## src/rtl/placement_strip_allocator_if.sv

```systemverilog
// Request/result bundle for the placement strip allocator: one request channel
// in, one registered result record out.
interface placement_strip_allocator_if;
    logic       req_valid;
    logic       req_ready;
    logic [7:0] req_width;
    logic       out_valid;
    logic       strike_flag_write;
    logic [3:0] strip_ID_write;
    logic [7:0] old_occupied_width_write;
    logic [7:0] new_occupied_width_write;
    logic       req_fail;

    modport master (
        output req_valid,
        output req_width,
        input  req_ready,
        input  out_valid,
        input  strike_flag_write,
        input  strip_ID_write,
        input  old_occupied_width_write,
        input  new_occupied_width_write,
        input  req_fail
    );

    modport slave (
        input  req_valid,
        input  req_width,
        output req_ready,
        output out_valid,
        output strike_flag_write,
        output strip_ID_write,
        output old_occupied_width_write,
        output new_occupied_width_write,
        output req_fail
    );
endinterface

```

## src/rtl/placement_strip_allocator.sv

```systemverilog
// First-fit placement of program widths into NUM_STRIPS strips of STRIP_CAP
// capacity, scanning one strip per cycle and reporting a single result record.
module placement_strip_allocator #(
    parameter int NUM_STRIPS = 14,
    parameter int STRIP_CAP  = 200
) (
    input  logic                        clk,
    input  logic                        rstn,
    input  logic                        clear_all,
    input  logic [3:0]                  occ_rd_id,
    output logic [7:0]                  occ_rd_data,
    placement_strip_allocator_if.slave  pif
);

    typedef enum logic [1:0] {
        IDLE  = 2'd0,
        SCAN  = 2'd1,
        ISSUE = 2'd2
    } state_t;

    localparam logic [3:0] LAST_IDX = 4'(NUM_STRIPS - 1);
    localparam logic [8:0] CAP9     = 9'(STRIP_CAP);

    state_t     state_q, state_d;
    logic [7:0] occ_q [NUM_STRIPS];
    logic [7:0] width_q;
    logic [3:0] idx_q, idx_d;

    logic [7:0] occ_k;
    logic [8:0] sum_k;
    logic       fit_k;
    logic       bad_width;
    logic       accept;
    logic       latch_width;
    logic       load_ok;
    logic       load_fail;
    logic       occ_we;

    logic       strike_q;
    logic [3:0] strip_id_q;
    logic [7:0] old_w_q;
    logic [7:0] new_w_q;

    // Strip under examination; the 9-bit sum keeps an overflowing fit from wrapping.
    always_comb begin
        occ_k = '0;
        for (int i = 0; i < NUM_STRIPS; i++) begin
            if (idx_q == 4'(i)) occ_k = occ_q[i];
        end
    end

    assign sum_k     = {1'b0, occ_k} + {1'b0, width_q};
    assign fit_k     = (sum_k <= CAP9);
    assign bad_width = (pif.req_width == 8'd0) || ({1'b0, pif.req_width} > CAP9);

    assign pif.req_ready = (state_q == IDLE) && !clear_all;
    assign accept        = pif.req_valid && pif.req_ready;

    // NOTE: every signal driven here gets a default first so no path leaves one unassigned and infers a latch.
    always_comb begin
        state_d     = state_q;
        idx_d       = idx_q;
        latch_width = 1'b0;
        load_ok     = 1'b0;
        load_fail   = 1'b0;
        occ_we      = 1'b0;

        case (state_q)
            IDLE: begin
                if (accept) begin
                    if (bad_width) begin
                        state_d   = ISSUE;
                        load_fail = 1'b1;
                    end else begin
                        state_d     = SCAN;
                        idx_d       = '0;
                        latch_width = 1'b1;
                    end
                end
            end
            SCAN: begin
                if (fit_k) begin
                    state_d = ISSUE;
                    load_ok = 1'b1;
                    occ_we  = 1'b1;
                end else if (idx_q == LAST_IDX) begin
                    state_d   = ISSUE;
                    load_fail = 1'b1;
                end else begin
                    idx_d = idx_q + 4'd1;
                end
            end
            ISSUE:   state_d = IDLE;
            default: state_d = IDLE;
        endcase

        // Clear wins over everything, including a fit found on this very edge.
        if (clear_all) begin
            state_d     = IDLE;
            latch_width = 1'b0;
            load_ok     = 1'b0;
            load_fail   = 1'b0;
            occ_we      = 1'b0;
        end
    end

    // NOTE: state registers use non-blocking assignments so all flops update from pre-edge values.
    always_ff @(posedge clk or negedge rstn) begin
        if (!rstn) begin
            state_q <= IDLE;
            idx_q   <= '0;
            width_q <= '0;
        end else begin
            state_q <= state_d;
            idx_q   <= idx_d;
            if (latch_width) width_q <= pif.req_width;
        end
    end

    // NOTE: the occupancy array is a small flop bank, not RAM, so it is reset explicitly to give empty strips.
    always_ff @(posedge clk or negedge rstn) begin
        if (!rstn) begin
            for (int i = 0; i < NUM_STRIPS; i++) occ_q[i] <= '0;
        end else begin
            for (int i = 0; i < NUM_STRIPS; i++) begin
                if (clear_all) begin
                    occ_q[i] <= '0;
                end else if (occ_we && (idx_q == 4'(i))) begin
                    occ_q[i] <= sum_k[7:0];
                end
            end
        end
    end

    // Result record is loaded on the edge entering ISSUE and held until the next one.
    always_ff @(posedge clk or negedge rstn) begin
        if (!rstn) begin
            strike_q   <= 1'b0;
            strip_id_q <= '0;
            old_w_q    <= '0;
            new_w_q    <= '0;
        end else if (load_ok) begin
            strike_q   <= 1'b1;
            strip_id_q <= idx_q;
            old_w_q    <= occ_k;
            new_w_q    <= sum_k[7:0];
        end else if (load_fail) begin
            strike_q   <= 1'b0;
            strip_id_q <= 4'hF;
            old_w_q    <= '0;
            new_w_q    <= '0;
        end
    end

    assign pif.out_valid                = (state_q == ISSUE);
    assign pif.req_fail                 = (state_q == ISSUE) && !strike_q;
    assign pif.strike_flag_write        = strike_q;
    assign pif.strip_ID_write           = strip_id_q;
    assign pif.old_occupied_width_write = old_w_q;
    assign pif.new_occupied_width_write = new_w_q;

    always_comb begin
        occ_rd_data = '0;
        for (int i = 0; i < NUM_STRIPS; i++) begin
            if (occ_rd_id == 4'(i)) occ_rd_data = occ_q[i];
        end
    end

endmodule

```

## src/flat_wrapper.sv

```systemverilog
// flat-port wrapper written by rule: the top's interface ports become plain ports
module placement_strip_allocator_flat 
#(
    parameter int NUM_STRIPS = 14,
    parameter int STRIP_CAP  = 200
)
  (clk, rstn, clear_all, occ_rd_id, occ_rd_data, pif_req_valid, pif_req_width, pif_req_ready, pif_out_valid, pif_strike_flag_write, pif_strip_ID_write, pif_old_occupied_width_write, pif_new_occupied_width_write, pif_req_fail);
  placement_strip_allocator_if pif_i ();
  input  logic clk;
  input  logic rstn;
  input  logic clear_all;
  input  logic [3:0] occ_rd_id;
  output logic [7:0] occ_rd_data;
  input wire logic [$bits(pif_i.req_valid)-1:0] pif_req_valid;
  input wire logic [$bits(pif_i.req_width)-1:0] pif_req_width;
  output wire logic [$bits(pif_i.req_ready)-1:0] pif_req_ready;
  output wire logic [$bits(pif_i.out_valid)-1:0] pif_out_valid;
  output wire logic [$bits(pif_i.strike_flag_write)-1:0] pif_strike_flag_write;
  output wire logic [$bits(pif_i.strip_ID_write)-1:0] pif_strip_ID_write;
  output wire logic [$bits(pif_i.old_occupied_width_write)-1:0] pif_old_occupied_width_write;
  output wire logic [$bits(pif_i.new_occupied_width_write)-1:0] pif_new_occupied_width_write;
  output wire logic [$bits(pif_i.req_fail)-1:0] pif_req_fail;
  assign pif_i.req_valid = pif_req_valid;
  assign pif_i.req_width = pif_req_width;
  assign pif_req_ready = pif_i.req_ready;
  assign pif_out_valid = pif_i.out_valid;
  assign pif_strike_flag_write = pif_i.strike_flag_write;
  assign pif_strip_ID_write = pif_i.strip_ID_write;
  assign pif_old_occupied_width_write = pif_i.old_occupied_width_write;
  assign pif_new_occupied_width_write = pif_i.new_occupied_width_write;
  assign pif_req_fail = pif_i.req_fail;
  placement_strip_allocator #(.NUM_STRIPS(NUM_STRIPS), .STRIP_CAP(STRIP_CAP)) u_core (.clk(clk), .rstn(rstn), .clear_all(clear_all), .occ_rd_id(occ_rd_id), .occ_rd_data(occ_rd_data), .pif(pif_i));
endmodule
```

## config.mk

```make
export PLATFORM = sky130hd
export DESIGN_NAME = placement_strip_allocator_flat
export DESIGN_NICKNAME = d
export VERILOG_FILES = /design/src/rtl/placement_strip_allocator_if.sv /design/src/rtl/placement_strip_allocator.sv /design/src/flat_wrapper.sv
export SDC_FILE = /design/constraint.sdc
export NUM_CORES = 1
export LEC_CHECK = 0
export BUFFER_PORTS_ARGS = -buffer_cell sky130_fd_sc_hd__buf_2
export CORE_ASPECT_RATIO = 1.1
export CORE_MARGIN = 2
export CORE_UTILIZATION = 45
export CTS_BUF_LIST = sky130_fd_sc_hd__clkbuf_4
export DETAILED_ROUTE_END_ITERATION = 6
export SETUP_SLACK_MARGIN = 0.3
export SYNTH_ARGS = -nofsm -noshare
export SYNTH_HDL_FRONTEND = slang
export SYNTH_SLANG_ARGS = --single-unit
```

## constraint.sdc

```tcl
create_clock -name clk -period 6 [get_ports clk]
set_clock_uncertainty 0.15 [all_clocks]
set_input_delay 0.3 -clock clk [delete_from_list [all_inputs] [get_ports clk]]
set_output_delay 0.3 -clock clk [all_outputs]
set_load 0.05 [all_outputs]
```

==> qor.yml, run 1 <==
detail_route.wirelength.met1_um: 12300
place_ws_ps: 559
final-max-slew-violation-count: 0
drtAntennaViolNets: 0
path_clk_slew_ps: 140
final_hold_viol_count: 0
synth_enable_flop_cells: 0
placeableCoreArea_um2: 19700
gr-total-overflow: 0
number_of_synthesis_warnings: 0
min_from: "clear_all"
postLayoutCellArea_um2: 9840
critPathBufInv: 3
critPathSlowestCell: "sky130_fd_sc_hd__dfrtp_1"
antenna_found_initial: 1
yosysUniqueCellTypes: 70
crit_chain: "inv_1 -> ha_1 -> buf_4 -> nand2_1 -> o21ai_0 -> a31oi_1 -> o221ai_1 -> a222oi_1 -> o21ai_0 -> ha_1 -> fa_1 -> a211oi_2 -> nor2_1 -> xor2_1 -> o311ai_2 -> buf_6 -> nand4_2 -> mux2i_1 -> nor2_1"
dp.cells: 1202
drt_wl_total_um: 28900
globalRouteTotalUtil: 0.277
ys.flop_type: "sky130_fd_sc_hd__dfrtp_1"
post-route-period-util: 0.908
worst_path_largest_cell_delay_ps: 480
ctsHtreeMaxLevel: 4
synth-async-reset-ratio: 1.00
worst_vdd_ir_uv: 620
finish.cell_count_without_fillers: 1244
syn_area_um2: 8920
rsz_0062_raised_after_global_routing: "no"
worst_ep_required_time_ps: 6290
die_area_um2: 21000
p_per_area_nw_per_um2: 437
yosysSeqAreaShare: 0.412
vias: 7848
crit_path_kind: "reg -> reg"
synthesis.instances: 943
timing.setup.tns_ps: 0
critical_path.startpoint: "u_core.idx_q[0]"
finalWorstPathRequiredPeriod_ps: 5450
grt_pass1_vias: 7538
hold_path_class: "in -> reg"
critPathTopFamily: "compound AO/OA/AOI/OAI gates"
cell_area_after_placement_um2: 9450
met2RoutedLength_um: 14000
timing.critical_path.arrival_ps: 5740
wire_length_of_the_first_global_routing_pass_um: 44800
fraction_of_layout_cells_with_a_size_suffix_above_1: 0.159
r2r_start: "u_core.idx_q[0]"
buffer_ports.inserted: 47
post-layout-total-power_w: 0.00430
num_rows: 54
worst_skew_pair.late_latency_ps: 570
num-nets-final: 1009
pin_count_of_the_biggest_net_entering_global_routing: 81
syn_to_final_growth_pct: 10.3
tritoncts: "done"
detailroute.wirelength.met3_um: 1870
synth.net_count: 973
post_synth.cell_area_avg_um2: 9.46
cts_num_sinks: 147
number_of_buffers_created_by_cts: 17
timing.critical_path.from_type: "flop"
vias_per_cell: 6.31
highest_achievable_clock_rate_mhz: 184
run_status: "finished clean"
dp.final_hpwl_um: 19400
initial_standard_cell_utilization_of_the_core: 0.454
cap_violations: 0
maxUsedRoutingLayer: "met4"
avgRoutedWirePerCell_um: 23.3
timing.max_slew.rel_slack: 0.362
detailedRoute.firstIterationViolations: 878
dieHeight_um: 152
clock-root-buffer: "sky130_fd_sc_hd__clkbuf_4"
clockBufferDepth: 2
gp_congestion: 0.918
p_leak_nw: 4.82
finalWorstSetupSlack_ps: 551
crit_fanout: 19
kind_of_end_point_of_the_critical_path: "flop"
drt_first_pass_iters: 6
yosys_register_bits: 147
report.final.setup_viol: 0
worst_slew_pin_slew_ps: 956
floorplan.die.width_um: 138
drc_errors: 0
number_of_top_level_pins: 48
## worst reg2reg max path, delay by kind of cell, from the launching register on
kind | cells | cell delay [ps]
compound gates | 7 | 1860
xor+xnor | 1 | 170
fa+ha+maj | 3 | 1030
buf+inv | 3 | 630
flops | 1 | 480
mux | 1 | 300
simple gates | 4 | 690
## what timing repair did
item / in CTS / in global routing
resized for setup: 0 / 7
setup buffers: 0 / 0
hold buffers: 10 / 0
endpoints found under the hold margin: 88 / 0
setup endpoints to repair: 0 / 111
## logic make-up (layout without fill, tap and decap cells)
| family | after synthesis | after routing | synth area share |
|---|---|---|---|
| xor+xnor | 3 | 3 | 0.00295 |
| simple gates | 310 | 310 | 0.177 |
| buf+inv | 85 | 133 | 0.0375 |
| mux | 129 | 129 | 0.162 |
| other cells | 0 | 1 | 0 |
| flops | 147 | 147 | 0.412 |
| compound gates | 255 | 255 | 0.188 |
| fa+ha+maj | 14 | 14 | 0.0205 |
## flip-flops by register name, indices dropped and copies added (netlist names)
name and count:
u_core.idx_q 4, u_core.occ_q 112, u_core.pif.strike_flag_write 1, u_core.pif.strip_ID_write 4, u_core.width_q 8, u_core.state_q 2
u_core.pif.old_occupied_width_write 8, u_core.pif.new_occupied_width_write 8
## per-stage QoR
| step | utilization | hold WS (ps) |
|---|---|---|
| 2_1_floorplan | - | -146 |
| 3_3_place_gp | 0.481 | 243 |
| 3_5_place_dp | 0.481 | 248 |
| 4_1_cts | 0.499 | 89.0 |
| 5_1_grt | 0.500 | 129 |
| 6_report | 0.500 | 113 |
## per-layer routing
metal,track usage,vias to the layer above
met5,0,-
met4,0.0934,0
met3,0.0484,58
met2,0.465,347
met1,0.368,3899
li1,-,3544
## final cells by class
type | count | area (um^2)
fill | 1832 | 9820
tap | 252 | 315
sequential | 147 | 3680
inverter | 11 | 41.3
clock inverter | 13 | 130
timing repair buffer | 91 | 603
multi-input combinational | 711 | 4930
antenna | 1 | 2.50
clock buffer | 18 | 135
## path summary, 6_finish.rpt
| check | endpoint | slack [ps] | cells after the start |
|---|---|---|---|
| min | u_core.occ_q[111] | 110 | 2 |
| min reg2reg | u_core.pif.new_occupied_width_write[2] | 360 | 1 |
| min in group asynchronous | u_core.pif.new_occupied_width_write[1] | 190 | 2 |
| max | u_core.occ_q[20] | 550 | 19 |
| max in group asynchronous | u_core.occ_q[15] | 4060 | 3 |
| max reg2reg | u_core.occ_q[20] | 550 | 19 |
## synthesized netlist by cell type (all sizes together) (4+ instances only)
master,instances,share of area
a222oi,7,0.0079
inv,10,0.0042
nor2,126,0.053
nand2,54,0.023
o311ai,4,0.0048
o21a,9,0.0076
nor3b,4,0.0034
o21ai,76,0.043
a31oi,11,0.0077
nand3,12,0.0067
ha,13,0.018
o22ai,11,0.0077
nand4,15,0.018
nor3,14,0.0079
nand2b,18,0.013
and2,4,0.0028
a211oi,10,0.010
o211ai,5,0.0058
a22o,17,0.017
o221ai,8,0.0079
a21oi,64,0.036
mux2i,107,0.12
nor2b,20,0.014
clkbuf,63,0.027
and3,11,0.0077
buf,11,0.0063
mux4,11,0.028
dfrtp,147,0.41
mux2,11,0.014
nand3b,23,0.019
## cell usage in the layout (no fill, tap or decap), types with 4 or more instances in the layout
cell and count:
sky130_fd_sc_hd__a22o_1 17, sky130_fd_sc_hd__dlygate4sd3_1 10, sky130_fd_sc_hd__nand2_1 54, sky130_fd_sc_hd__a222oi_1 7, sky130_fd_sc_hd__nand4_2 11, sky130_fd_sc_hd__ha_1 11, sky130_fd_sc_hd__nor2b_1 20, sky130_fd_sc_hd__nor3b_1 4
sky130_fd_sc_hd__nor3_1 14, sky130_fd_sc_hd__clkbuf_4 18, sky130_fd_sc_hd__nor2_1 124, sky130_fd_sc_hd__o22ai_1 11, sky130_fd_sc_hd__mux2i_1 107, sky130_fd_sc_hd__nand3_1 12, sky130_fd_sc_hd__o21ai_0 73, sky130_fd_sc_hd__buf_2 45
sky130_fd_sc_hd__nand2b_1 18, sky130_fd_sc_hd__a31oi_1 10, sky130_fd_sc_hd__mux2_2 11, sky130_fd_sc_hd__o211ai_1 4, sky130_fd_sc_hd__dfrtp_1 147, sky130_fd_sc_hd__a21oi_1 64, sky130_fd_sc_hd__and3_1 11, sky130_fd_sc_hd__nand3b_1 23
sky130_fd_sc_hd__o221ai_1 8, sky130_fd_sc_hd__inv_1 9, sky130_fd_sc_hd__buf_4 34, sky130_fd_sc_hd__nand4_1 4, sky130_fd_sc_hd__a211oi_1 7, sky130_fd_sc_hd__mux4_2 11, sky130_fd_sc_hd__clkinv_4 5, sky130_fd_sc_hd__and2_1 4
sky130_fd_sc_hd__o21a_1 9
## report_power, final
| part | internal [W] | leakage [nW] | switching [W] | total, W |
|---|---|---|---|---|
| clock | 0.000215 | 0.137 | 0.000403 | 0.000618 |
| combinational | 0.000759 | 2.68 | 0.00174 | 0.00250 |
| sequential | 0.00110 | 2.01 | 0.0000880 | 0.00119 |
Note: power is estimated with default switching activity, not from simulation.
==> run 2: changes to the inputs <==
CTS_BUF_LIST = unset   (was sky130_fd_sc_hd__clkbuf_4)
==> run 2 against run 1 <==
  * Combinational power is essentially flat
  * Global-route usage rose by 0.19 points
  * Count of clock-buffer cells in the layout unchanged
  * Wire length about the same
  * Non-clock buffer count fell by 1
  * First-iteration DRC count grew 2.5%
  * Cell count decreased by 0.16%
  * Clock power up 67%
  * Utilization increased by 1.5 points
  * Register-to-register slack got worse by 40 ps
  * Sequential share of layout area fell by 1.1 points
  * Critical endpoint is now u_core.occ_q[35]
  * Largest power group unchanged
  * Highest routed layer unchanged
==> qor.yml, run 2 (same netlist as run 1, synthesis figures left out) <==
drt_first_pass_iters: 5
switching_share: 0.486
path_clk_slew_ps: 70
floorplan.die.width_um: 138
num_rows: 54
detailedRoute.firstIterationViolations: 900
rr_worst_depth: 19
drtAntennaViolNets: 0
pin_count_of_the_biggest_net_entering_global_routing: 81
number_of_buffers_created_by_cts: 17
timing.setup.tns_ps: 0
regToRegSetupSlack_ps: 510
initial_standard_cell_utilization_of_the_core: 0.454
intPower_w: 0.00243
drt_wl_total_um: 28900
die_area_um2: 21000
min_to: "u_core.idx_q[2]"
dp.cells: 1202
vias: 7841
r2r_start: "u_core.idx_q[0]"
worst_hold_slack_ps: 149
clock-root-buffer: "sky130_fd_sc_hd__clkbuf_16"
num-nets-final: 1008
final_hold_viol_count: 0
gr-total-overflow: 0
report.final.setup_viol: 0
rr_endpoint: "u_core.occ_q[35]"
crit_fanout: 19
hold_path_class: "in -> reg"
worst_ep_required_time_ps: 6140
antenna_found_initial: 0
worst_path_largest_cell_delay_ps: 460
drc_errors: 0
crit_chain: "inv_1 -> ha_1 -> buf_4 -> nand2_1 -> o21ai_0 -> a31oi_1 -> o221ai_1 -> a222oi_1 -> o21ai_0 -> ha_1 -> fa_1 -> a211oi_2 -> nor2_1 -> xor2_1 -> o311ai_2 -> buf_6 -> nand4_2 -> mux2i_1 -> nor2_1"
tritoncts: "done"
post-route-period-util: 0.914
largest-register: "u_core.occ_q"
placeableCoreArea_um2: 19700
gp_congestion: 0.918
post_cts.repair.setup_buffers: 0
wire_length_of_the_first_global_routing_pass_um: 45000
syn_to_final_growth_pct: 13.6
power_frac_comb: 0.531
p_per_area_nw_per_um2: 467
globalRouteTotalUtil: 0.279
layout.cells.most_common: "sky130_fd_sc_hd__dfrtp_1"
p_leak_nw: 4.95
crit_path_kind: "reg -> reg"
final-max-slew-violation-count: 0
run_status: "finished clean"
critPathSlowestCell: "sky130_fd_sc_hd__dfrtp_1"
number_of_top_level_pins: 48
buffer_ports.inserted: 47
cts_num_sinks: 147
power.net_switching_w: 0.00230
vias_per_cell: 6.31
rsz_0062_raised_after_global_routing: "no"
dieHeight_um: 152
finalWorstPathRequiredPeriod_ps: 5490
fraction_of_layout_cells_with_a_size_suffix_above_1: 0.159
finish.cell_count_without_fillers: 1242
worst_slew_pin_slew_ps: 934
largest_reg_flops: 112
layout.cells.most_common_list: "sky130_fd_sc_hd__dfrtp_1, sky130_fd_sc_hd__nor2_1, sky130_fd_sc_hd__mux2i_1"
timing.max_slew.rel_slack: 0.377
dp.final_hpwl_um: 19400
timing.critical_path.arrival_ps: 5620
pwr-share-seq: 0.251
worst_vdd_ir_uv: 617
highest_achievable_clock_rate_mhz: 182
worst_skew_pair.late_latency_ps: 430
min_from: "pif_req_valid"
cap_violations: 0
antenna-diode-count: 0
critical_path.startpoint: "u_core.idx_q[0]"
kind_of_end_point_of_the_critical_path: "flop"
timing.critical_path.from_type: "flop"
avgRoutedWirePerCell_um: 23.3
clockBufferDepth: 2
ctsHtreeMaxLevel: 4
p_clk_frac: 0.218
grt_pass1_vias: 7552
min_path_cells: 3
## run 2: through the flow
step	area, um^2	utilization	setup slack [ps]	power (W)
after CTS	10100	0.514	524	0.00470
after detailed placement	9450	0.481	559	0.00365
final	10100	0.515	514	0.00474
after floorplan	8920	-	1100	0.00279
after global routing	10100	0.515	294	0.00495
after global placement	9450	0.481	557	0.00364
## run 2: routing by layer
metal / track usage / part of all wire
met2: 0.468 / 0.48
met4: 0.0990 / 0.031
met3: 0.0575 / 0.067
met5: 0 / 0
met1: 0.363 / 0.42
## run 2: worst max-delay path by stage
stage	end	slack, ps	depth (start not counted)
finish	u_core.occ_q[35]	510	19
global route	u_core.occ_q[35]	290	19
global placement	u_core.pif.new_occupied_width_write[0]	560	15
floorplan	u_core.pif.new_occupied_width_write[1]	1100	21
detailed placement	u_core.pif.strip_ID_write[2]	560	15
CTS	u_core.pif.strip_ID_write[2]	520	18
## run 2: layout make-up
| class | instances | area (um^2) |
|---|---|---|
| Clock buffer | 18 | 429 |
| Clock inverter | 13 | 130 |
| Fill cell | 1783 | 9530 |
| Inverter | 11 | 41.3 |
| Multi-Input combinational cell | 711 | 4940 |
| Sequential cell | 147 | 3680 |
| Tap cell | 252 | 315 |
| Timing Repair Buffer | 90 | 593 |
## run 2: power groups by stage
stage / sequential [W] / combinational, W / clock [W]
floorplan: 0.00136 / 0.00143 / 0
global placement: 0.00121 / 0.00244 / 0
detailed placement: 0.00120 / 0.00245 / 0
CTS: 0.00119 / 0.00246 / 0.00105
global route: 0.00120 / 0.00266 / 0.00108
finish: 0.00119 / 0.00251 / 0.00103
## run 2: critical path: cells and delay by family (launching register included)
family | cells | cell delay, ps
fa+ha+maj | 3 | 1030
buf+inv | 3 | 640
flops | 1 | 460
compound gates | 7 | 1870
xor+xnor | 1 | 170
simple gates | 4 | 660
mux | 1 | 340
## run 2: timing repair
action | CTS | global route
resized for setup | 0 | 8
endpoints found under the setup margin | 0 | 106
hold endpoints to repair | 87 | 0
hold buffers | 9 | 0
